--- src/rtl/flag_branch_unit.sv ---
// Flag register and B/CALL/RET resolver with registered PC redirect.
// Define FLAG_FWD_EN to forward ALU flags into branch conditions (no stall).
module flag_branch_unit #(
  parameter int PC_W   = 16,
  parameter int DATA_W = 16
) (
  input  logic              clk,
  input  logic              rst,
  input  logic              alu_valid,
  input  logic [3:0]        alu_op,
  input  logic              alu_z,
  input  logic              alu_n,
  input  logic              alu_v,
  input  logic              br_valid,
  output logic              br_ready,
  input  logic [DATA_W-1:0] br_instr,
  input  logic [PC_W-1:0]   br_pc,
  input  logic [PC_W-1:0]   br_reg,
  output logic [2:0]        flags,
  output logic              redirect,
  output logic [PC_W-1:0]   redirect_pc,
  output logic              br_taken
);

  typedef enum logic [1:0] {
    IDLE,
    HOLD,
    FLUSH
  } state_t;

  state_t state, state_nxt;

  logic [3:0]      op;
  logic [2:0]      cond;
  logic            is_b, is_call, is_ret;
  logic            op_arith, op_logic;
  logic [2:0]      flags_nxt, f_eff;
  logic            fz, fn, fv;
  logic            cond_ok, taken;
  logic            hazard, accept, fire;
  logic [PC_W-1:0] target;

  assign op       = br_instr[15:12];
  assign cond     = br_instr[11:9];
  assign is_b     = op == 4'hC;
  assign is_call  = op == 4'hD;
  assign is_ret   = op == 4'hE;
  assign op_arith = alu_op[3:1] == 3'b000;
  assign op_logic = ~alu_op[3] & ~op_arith;

  always_comb begin
    flags_nxt = flags;
    if (alu_valid) begin
      unique case (1'b1)
        op_arith: flags_nxt = {alu_z, alu_n, alu_v};
        op_logic: flags_nxt[2] = alu_z;
        default: ;
      endcase
    end
  end

`ifdef FLAG_FWD_EN
  assign f_eff  = flags_nxt;
  assign hazard = 1'b0;
`else
  assign f_eff  = flags;
  assign hazard = br_valid & alu_valid & is_b & (cond != 3'b111);
`endif

  assign {fz, fn, fv} = f_eff;

  always_comb begin
    cond_ok = 1'b0;
    unique case (cond)
      3'b000: cond_ok = ~fz;
      3'b001: cond_ok = fz;
      3'b010: cond_ok = ~fz & ~fn;
      3'b011: cond_ok = fn;
      3'b100: cond_ok = fz | ~fn;
      3'b101: cond_ok = fn | fz;
      3'b110: cond_ok = fv;
      3'b111: cond_ok = 1'b1;
      default: cond_ok = 1'b0;
    endcase
  end

  assign taken = (is_b & cond_ok) | is_call | is_ret;

  always_comb begin
    target = br_reg;
    unique case (1'b1)
      is_b:
        target = br_pc + PC_W'(1)
               + {{(PC_W-9){br_instr[8]}}, br_instr[8:0]};
      is_call:
        target = br_pc + PC_W'(1)
               + {{(PC_W-12){br_instr[11]}}, br_instr[11:0]};
      default: target = br_reg;
    endcase
  end

  assign accept = br_valid & br_ready;
  assign fire   = accept & taken;

  always_comb begin
    state_nxt = state;
    br_ready  = 1'b0;
    unique case (state)
      IDLE: begin
        br_ready = ~hazard;
        if (hazard)    state_nxt = HOLD;
        else if (fire) state_nxt = FLUSH;
      end
      HOLD: begin
        br_ready  = 1'b1;
        state_nxt = fire ? FLUSH : IDLE;
      end
      FLUSH: begin
        br_ready  = 1'b0;
        state_nxt = IDLE;
      end
      default: state_nxt = IDLE;
    endcase
    if (rst) br_ready = 1'b0;
  end

  always_ff @(posedge clk) begin
    if (rst) begin
      state       <= IDLE;
      flags       <= 3'b000;
      redirect    <= 1'b0;
      br_taken    <= 1'b0;
      redirect_pc <= '0;
    end else begin
      state    <= state_nxt;
      flags    <= flags_nxt;
      redirect <= fire;
      br_taken <= fire;
      if (fire) redirect_pc <= target;
    end
  end

endmodule
--- config.mk ---
export PLATFORM = sky130hd
export DESIGN_NAME = flag_branch_unit
export DESIGN_NICKNAME = d
export VERILOG_FILES = /design/src/rtl/flag_branch_unit.sv
export SDC_FILE = /design/constraint.sdc
export NUM_CORES = 1
export LEC_CHECK = 0
export CAP_MARGIN = 20
export CORE_AREA = 2 2 89 108
export CTS_BUF_LIST = sky130_fd_sc_hd__clkbuf_8
export DETAILED_ROUTE_END_ITERATION = 6
export DIE_AREA = 0 0 91 110
export HOLD_SLACK_MARGIN = 0.1
export PLACE_DENSITY = 0.59
export SYNTH_ARGS = -nofsm -noshare
export SYNTH_HDL_FRONTEND = slang
export SYNTH_SLANG_ARGS = --single-unit
--- constraint.sdc ---
create_clock -name clk -period 3.9 [get_ports clk]
set_input_delay 0.585 -clock clk [delete_from_list [all_inputs] [get_ports clk]]
set_output_delay 0.585 -clock clk [all_outputs]
set_load 0.03 [all_outputs]
======== After elaboration in Yosys (flattened, before gate mapping) ========
Cells that the tools add are included.
operators by class
  add/subtract/negate cells ............... 3
  equality and inequality tests ........... 13
  multiplexer cells ....................... 8
  bitwise logic cells ..................... 17
  reductions and logical operators ........ 6
operators with widths
  operator                                       number
  adder 16 bit                                   2
  case mux 16 bit (2 select lines)               1
  adder 16 x 1 -> 16 bit, second input constant  1
  == test 3 bit, second input constant           4
  == test 4 bit, second input constant           3
  AND 1 bit                                      8
  case mux 1 bit (8 select lines)                1
  == test 3 x 2 -> 1 bit, second input constant  2
  zero test 3 bit                                2
  2-to-1 mux 2 bit                               3
  inequality test 3 bit, second input constant   2
  NOT 1 bit                                      5
  OR 1 bit                                       4
  case mux 2 bit (2 select lines)                1
  AND reduction 2 bit                            2
  == test 3 x 1 -> 1 bit, second input constant  1
  == test 2 x 1 -> 1 bit, second input constant  1
  zero test 2 bit                                1
  case mux 1 bit (2 select lines)                1
  OR reduction 2 bit                             1
  2-to-1 mux 1 bit                               1
word-level totals
  register bits ........................... 22
  input port bits ......................... 59
  output and inout bits ................... 22
  word-level logic and storage cells ...... 52

======== Logic depth before layout (Yosys ltp) ========
  depth in word-level cells ............... 11
  depth in mapped cells ................... 14
  depth with buffers taken out ............ 13

======== Least setup slack after synthesis ========
Ideal clock, no wire load.
  path type ............................... input to register
  start point ............................. input port br_pc[1]
  end point ............................... register redirect_pc[14]
  library setup time ...................... 0.143 ns
  arrival ................................. 2.882 ns
  data required time ...................... 3.757 ns
  slack ................................... 0.875 ns
  stages .................................. 11
  buffers on the path ..................... 0
  cell sequence ........................... nand4_1 -> nor3_1 -> nand3_1 -> xnor2_1 -> ha_1 -> a21o_1 -> o21bai_1 -> a311o_1 -> or3_1 -> nand3_1 -> a311oi_2
on the way
  longest elaborated chain between the ends .. 3
  elaborated cells between the ends (all ways) .. 4
  classes of those cells .................. 3 x add/sub; 1 x mux
ends and longest elaborated chain
  element                               line    text
  start, declared                       17      input logic [PC_W-1:0] br_pc,
  adder 16 x 1 -> 16 bit (*)            93, 96
  adder 16 bit (on tied branches)       97, 94
  case mux 16 bit (2 select lines) (*)  91      unique case (1'b1)
  end signal, assigned                  139     if (fire) redirect_pc <= target;
  end, declared                         21      output logic [PC_W-1:0] redirect_pc,
Every way passes the cells marked *; elsewhere a longest branch is shown, timed or not.
A chain may end at the register's enable or synchronous reset.

======== Worst setup path after layout ========
  start point ............................. input port br_pc[0]
  end point ............................... register redirect_pc[14]
Same word-level chain as after synthesis.

==> report_table.html <==
<table>
<tr><th>Metric</th><th>Value</th></tr>
<tr><th colspan="2">Outcome</th></tr>
<tr><td>Result of the run</td><td>completed</td></tr>
<tr><th colspan="2">Synthesis</th></tr>
<tr><td>Count of state elements after synthesis</td><td>22</td></tr>
<tr><td>Count of distinct cell types in the synthesized netlist</td><td>53</td></tr>
<tr><td>Syn Nets</td><td>344</td></tr>
<tr><td>Number of flops mapped to enable cells by yosys</td><td>0</td></tr>
<tr><td>Share of synthesized area occupied by flip-flops and latches</td><td>between 20% and 30%</td></tr>
<tr><td>Post-Syn Instances</td><td>around 270</td></tr>
<tr><td>Mean cell area of the mapped netlist</td><td>around 8.1 µm²</td></tr>
<tr><td>Post-synthesis cell area</td><td>~2200 µm²</td></tr>
<tr><td>Share of async-settable or async-resettable flops after synthesis</td><td>0%</td></tr>
<tr><td>Top flip-flop cell by instance count after synthesis</td><td>sky130_fd_sc_hd__dfxtp_1</td></tr>
<tr><td>Warnings from Yosys</td><td>0</td></tr>
<tr><th colspan="2">STA</th></tr>
<tr><td>Final worst-path setup slack</td><td>roughly 0.42 ns</td></tr>
<tr><td>Final critical path time including I/O delays and setup</td><td>approximately 3.5 ns</td></tr>
<tr><td>Setup-failing EPs final</td><td>0</td></tr>
<tr><td>Actual slew at the worst max-slew pin</td><td>0.4445 ns</td></tr>
<tr><td>Portion of the clock cycle consumed by the worst path in the final layout</td><td>just under 90%</td></tr>
<tr><td>Final hold slack</td><td>0.5019 ns</td></tr>
<tr><td>Total negative slack for setup checks</td><td>0 ns</td></tr>
<tr><td>Hold Vio Cnt, Final</td><td>0</td></tr>
<tr><td>Worst slew margin</td><td>a little over two thirds</td></tr>
<tr><td>Clock Skew</td><td>0.003038 ns</td></tr>
<tr><td>Highest clock frequency the design can meet</td><td>around 290 MHz</td></tr>
<tr><td>Final count of pins violating max slew</td><td>0</td></tr>
<tr><td>Setup repair after global routing missed its margin</td><td>false</td></tr>
<tr><th colspan="2">Worst setup path</th></tr>
<tr><td>Data required time of the worst path</td><td>roughly 4.0 ns</td></tr>
<tr><td>Critical path type</td><td>in -&gt; reg</td></tr>
<tr><td>Worst-case reg-to-reg path depth</td><td>6</td></tr>
<tr><td>Worst setup path startpoint</td><td>br_pc[0]</td></tr>
<tr><td>Worst EP arrival</td><td>~3.6 ns</td></tr>
<tr><td>Type of origin of the critical path</td><td>input port</td></tr>
<tr><td>Startpoint of the worst register-to-register path</td><td>flags[1]$_SDFFE_PP0P_</td></tr>
<tr><td>CP Capture Type</td><td>flop</td></tr>
<tr><td>Worst Path Max Fanout</td><td>4</td></tr>
<tr><th colspan="2">Drt</th></tr>
<tr><td>DR WL met2</td><td>about 2900 µm</td></tr>
<tr><td>Count of antenna-violating nets left after detailed routing</td><td>0</td></tr>
<tr><td>Metal3 WL</td><td>233 µm</td></tr>
<tr><td>Drt initial violations</td><td>75</td></tr>
<tr><td>Total number of vias</td><td>~2200</td></tr>
<tr><td>Wirelength per Cell</td><td>approximately 13 µm</td></tr>
<tr><td>Drc violations</td><td>0</td></tr>
<tr><td>Vias per Instance</td><td>around 4.7</td></tr>
<tr><td>Routed metal-1 wire length</td><td>between 2000 and 3000 µm</td></tr>
<tr><td>Highest routed metal layer</td><td>met4</td></tr>
<tr><td>Final routed wirelength across all metal layers</td><td>5929 µm</td></tr>
<tr><td>Count of TritonRoute iterations in the first routing pass</td><td>4</td></tr>
<tr><th colspan="2">Min path</th></tr>
<tr><td>Count of cells along the worst hold path</td><td>1</td></tr>
<tr><td>Beginning of the worst hold path</td><td>state[1]$_SDFFE_PP0P_</td></tr>
<tr><td>Path class of the lowest-slack min-delay path</td><td>reg -&gt; reg</td></tr>
<tr><th colspan="2">GRT</th></tr>
<tr><td>Global-route usage over all layers</td><td>between 10% and 20%</td></tr>
<tr><td>Total grt overflow</td><td>0</td></tr>
<tr><td>Pin count of the biggest net entering global routing</td><td>34</td></tr>
<tr><td>First-pass GRT wire length</td><td>between 9000 and 10000 µm</td></tr>
<tr><td>Initial antenna violation count</td><td>0</td></tr>
<tr><td>Vias in the first global route</td><td>roughly 2000</td></tr>
<tr><th colspan="2">Floorplan</th></tr>
<tr><td>I/O pins</td><td>between 80 and 90</td></tr>
<tr><td>Die height</td><td>between 100 and 150 µm</td></tr>
<tr><td>Number of core rows</td><td>38</td></tr>
<tr><td>Die footprint</td><td>roughly 10000 µm²</td></tr>
<tr><td>Core ar.</td><td>8939 µm²</td></tr>
<tr><td>Die Width</td><td>91 µm</td></tr>
<tr><td>Initial core utilization</td><td>between 20% and 30%</td></tr>
<tr><th colspan="2">Clock tree</th></tr>
<tr><td>Number of sinks handled by clock tree synthesis</td><td>22</td></tr>
<tr><td>Post-CTS Setup Bufs</td><td>0</td></tr>
<tr><td>Number of buffers created by CTS</td><td>3</td></tr>
<tr><td>Worst-skew pair later-pin latency</td><td>between 0.2 and 0.3 ns</td></tr>
<tr><td>Post-CTS resize count</td><td>0</td></tr>
<tr><td>Quantity of hold-fixing buffers added after cts</td><td>0</td></tr>
<tr><td>CTS tree</td><td>built</td></tr>
<tr><td>Cell at the root of the clock tree</td><td>sky130_fd_sc_hd__clkbuf_8</td></tr>
<tr><td>Register clock-pin slew on the reported worst setup and hold paths</td><td>roughly 0.080 ns</td></tr>
<tr><td>Buffers from clock root to sink, at most</td><td>2</td></tr>
<tr><td>Deepest level of the CTS H-tree</td><td>1</td></tr>
<tr><th colspan="2">Pwr</th></tr>
<tr><td>Total power draw</td><td>approximately 700 µW</td></tr>
<tr><td>Power share of the combinational group</td><td>roughly 43%</td></tr>
<tr><td>Net Sw Frac</td><td>approximately 33%</td></tr>
<tr><td>Leakage power summed over all cells</td><td>0.001158 µW</td></tr>
<tr><td>Sequential share of power</td><td>33.2%</td></tr>
<tr><td>Internal power</td><td>approximately 470 µW</td></tr>
<tr><td>Cell Pwr Density</td><td>225.4 nW/µm²</td></tr>
<tr><td>Clock power share</td><td>between 20% and 30%</td></tr>
<tr><td>Worst VDD drop</td><td>just over 0.09 mV</td></tr>
<tr><td>Switching power total</td><td>about 230 µW</td></tr>
<tr><th colspan="2">Final layout</th></tr>
<tr><td>Proportion of layout cells with a drive suffix above 1</td><td>~7.5%</td></tr>
<tr><td>Final instance area</td><td>about 3100 µm²</td></tr>
<tr><td>Number of nets in the final layout</td><td>~420</td></tr>
<tr><td>Most frequent cells in the layout</td><td>sky130_fd_sc_hd__clkdlybuf4s50_1, sky130_fd_sc_hd__nand2_1, sky130_fd_sc_hd__nor2_1</td></tr>
<tr><td>Most common library cell in the layout ignoring fill and taps</td><td>sky130_fd_sc_hd__clkdlybuf4s50_1</td></tr>
<tr><td>Antenna diodes</td><td>0</td></tr>
<tr><td>Filler Cell Count</td><td>968</td></tr>
<tr><td>Layout area overhead</td><td>43.67%</td></tr>
<tr><th colspan="2">Place</th></tr>
<tr><td>Hpwl dp</td><td>~5000 µm</td></tr>
<tr><td>Cell area reported after detailed placement</td><td>between 3000 and 4000 µm²</td></tr>
<tr><td>Worst setup slack before clock tree synthesis</td><td>roughly 0.13 ns</td></tr>
<tr><td>Placer's final routability congestion estimate</td><td>between 0.8 and 0.9</td></tr>
<tr><td>Count of input and output buffers</td><td>79</td></tr>
<tr><th colspan="2">Job</th></tr>
<tr><td>Number of max-capacitance violations reported</td><td>0</td></tr>
</table>
==> cell usage after synthesis (all sizes together), types with 5 or more instances <==
cell type | instances | area (µm²)
ha | 16 | 200.2
a211oi | 6 | 55.05
xor2 | 5 | 43.79
nor2 | 28 | 105.1
a21oi | 15 | 75.07
xnor2 | 19 | 166.4
inv | 7 | 26.28
o21ai | 16 | 80.08
mux2i | 7 | 70.07
a311oi | 11 | 176.4
nand4 | 5 | 31.28
nand3 | 14 | 70.07
buf | 6 | 62.55
nand2 | 34 | 127.6
clkbuf | 5 | 28.77
dfxtp | 22 | 440.4
a21o | 5 | 37.54
==> worst max-delay path, stage by stage <==
cell and delay (ns):
sky130_fd_sc_hd__clkdlybuf4s50_1 0.53, sky130_fd_sc_hd__ha_1 0.20, sky130_fd_sc_hd__and3_1 0.20, sky130_fd_sc_hd__nand3_1 0.12, sky130_fd_sc_hd__nor2_1 0.24, sky130_fd_sc_hd__nand2_1 0.10
sky130_fd_sc_hd__xnor2_1 0.13, sky130_fd_sc_hd__ha_1 0.22, sky130_fd_sc_hd__a21o_1 0.20, sky130_fd_sc_hd__o21bai_1 0.16, sky130_fd_sc_hd__a311o_1 0.35, sky130_fd_sc_hd__or3_1 0.35
sky130_fd_sc_hd__nand3_1 0.11, sky130_fd_sc_hd__a311oi_2 0.10
==> metal layers <==
metal,global-route usage [%],up-vias
li1,-,1145
met1,14.74,1008
met2,19.42,47
met3,1.428,6
met4,4.113,0
met5,0,-
==> registers in the layout, summed over array words and instances (netlist names) <==
name and count:
state 2, flags 3, redirect_pc 16, br_taken 1
==> per-stage QoR <==
step / util [%] / instances
6_report: 34.95 / 466
2_1_floorplan: - / 268
3_3_place_gp: 34.34 / 462
3_5_place_dp: 34.34 / 462
4_1_cts: 34.95 / 466
5_1_grt: 34.95 / 466
==> worst paths after layout <==
check	slack [ns]	to
worst max-delay path	0.42	redirect_pc[14]$_SDFFE_PP0P_
worst min-delay path	0.50	state[0]$_SDFFE_PP0P_
worst max register to register	1.95	redirect_pc[3]$_SDFFE_PP0P_
worst min register to register	0.50	state[0]$_SDFFE_PP0P_
==> power groups by stage <==
stage	clock network, µW	registers, µW	logic [µW]
floorplan	0	250	176
global placement	0	239	303
detailed placement	0	239	306
CTS	168	234	307
global route	176	235	335
finish	166	234	304
==> final cells by class <==
type / instances / area, µm² / share of cell area (%)
timing repair buffer: 85 / 835.8 / 26.75
inverter: 7 / 26.28 / 0.8410
clock buffer: 4 / 55.05 / 1.762
multi-input combinational: 228 / 1617 / 51.74
tap: 120 / 150.1 / 4.806
sequential: 22 / 440.4 / 14.10
==> cell families after synthesis <==
logic type / count (synthesis) / share of synthesized area, %
and+or+nand+nor: 108 / 24.40
AOI/OAI and AO/OA: 71 / 26.47
xor gates and xnor gates: 24 / 9.666
DFF: 22 / 20.25
buffers and inverters: 18 / 5.408
adders and majority gates: 18 / 10.59
muxes: 7 / 3.222
No activity file was read; power rests on OpenSTA's default activity.
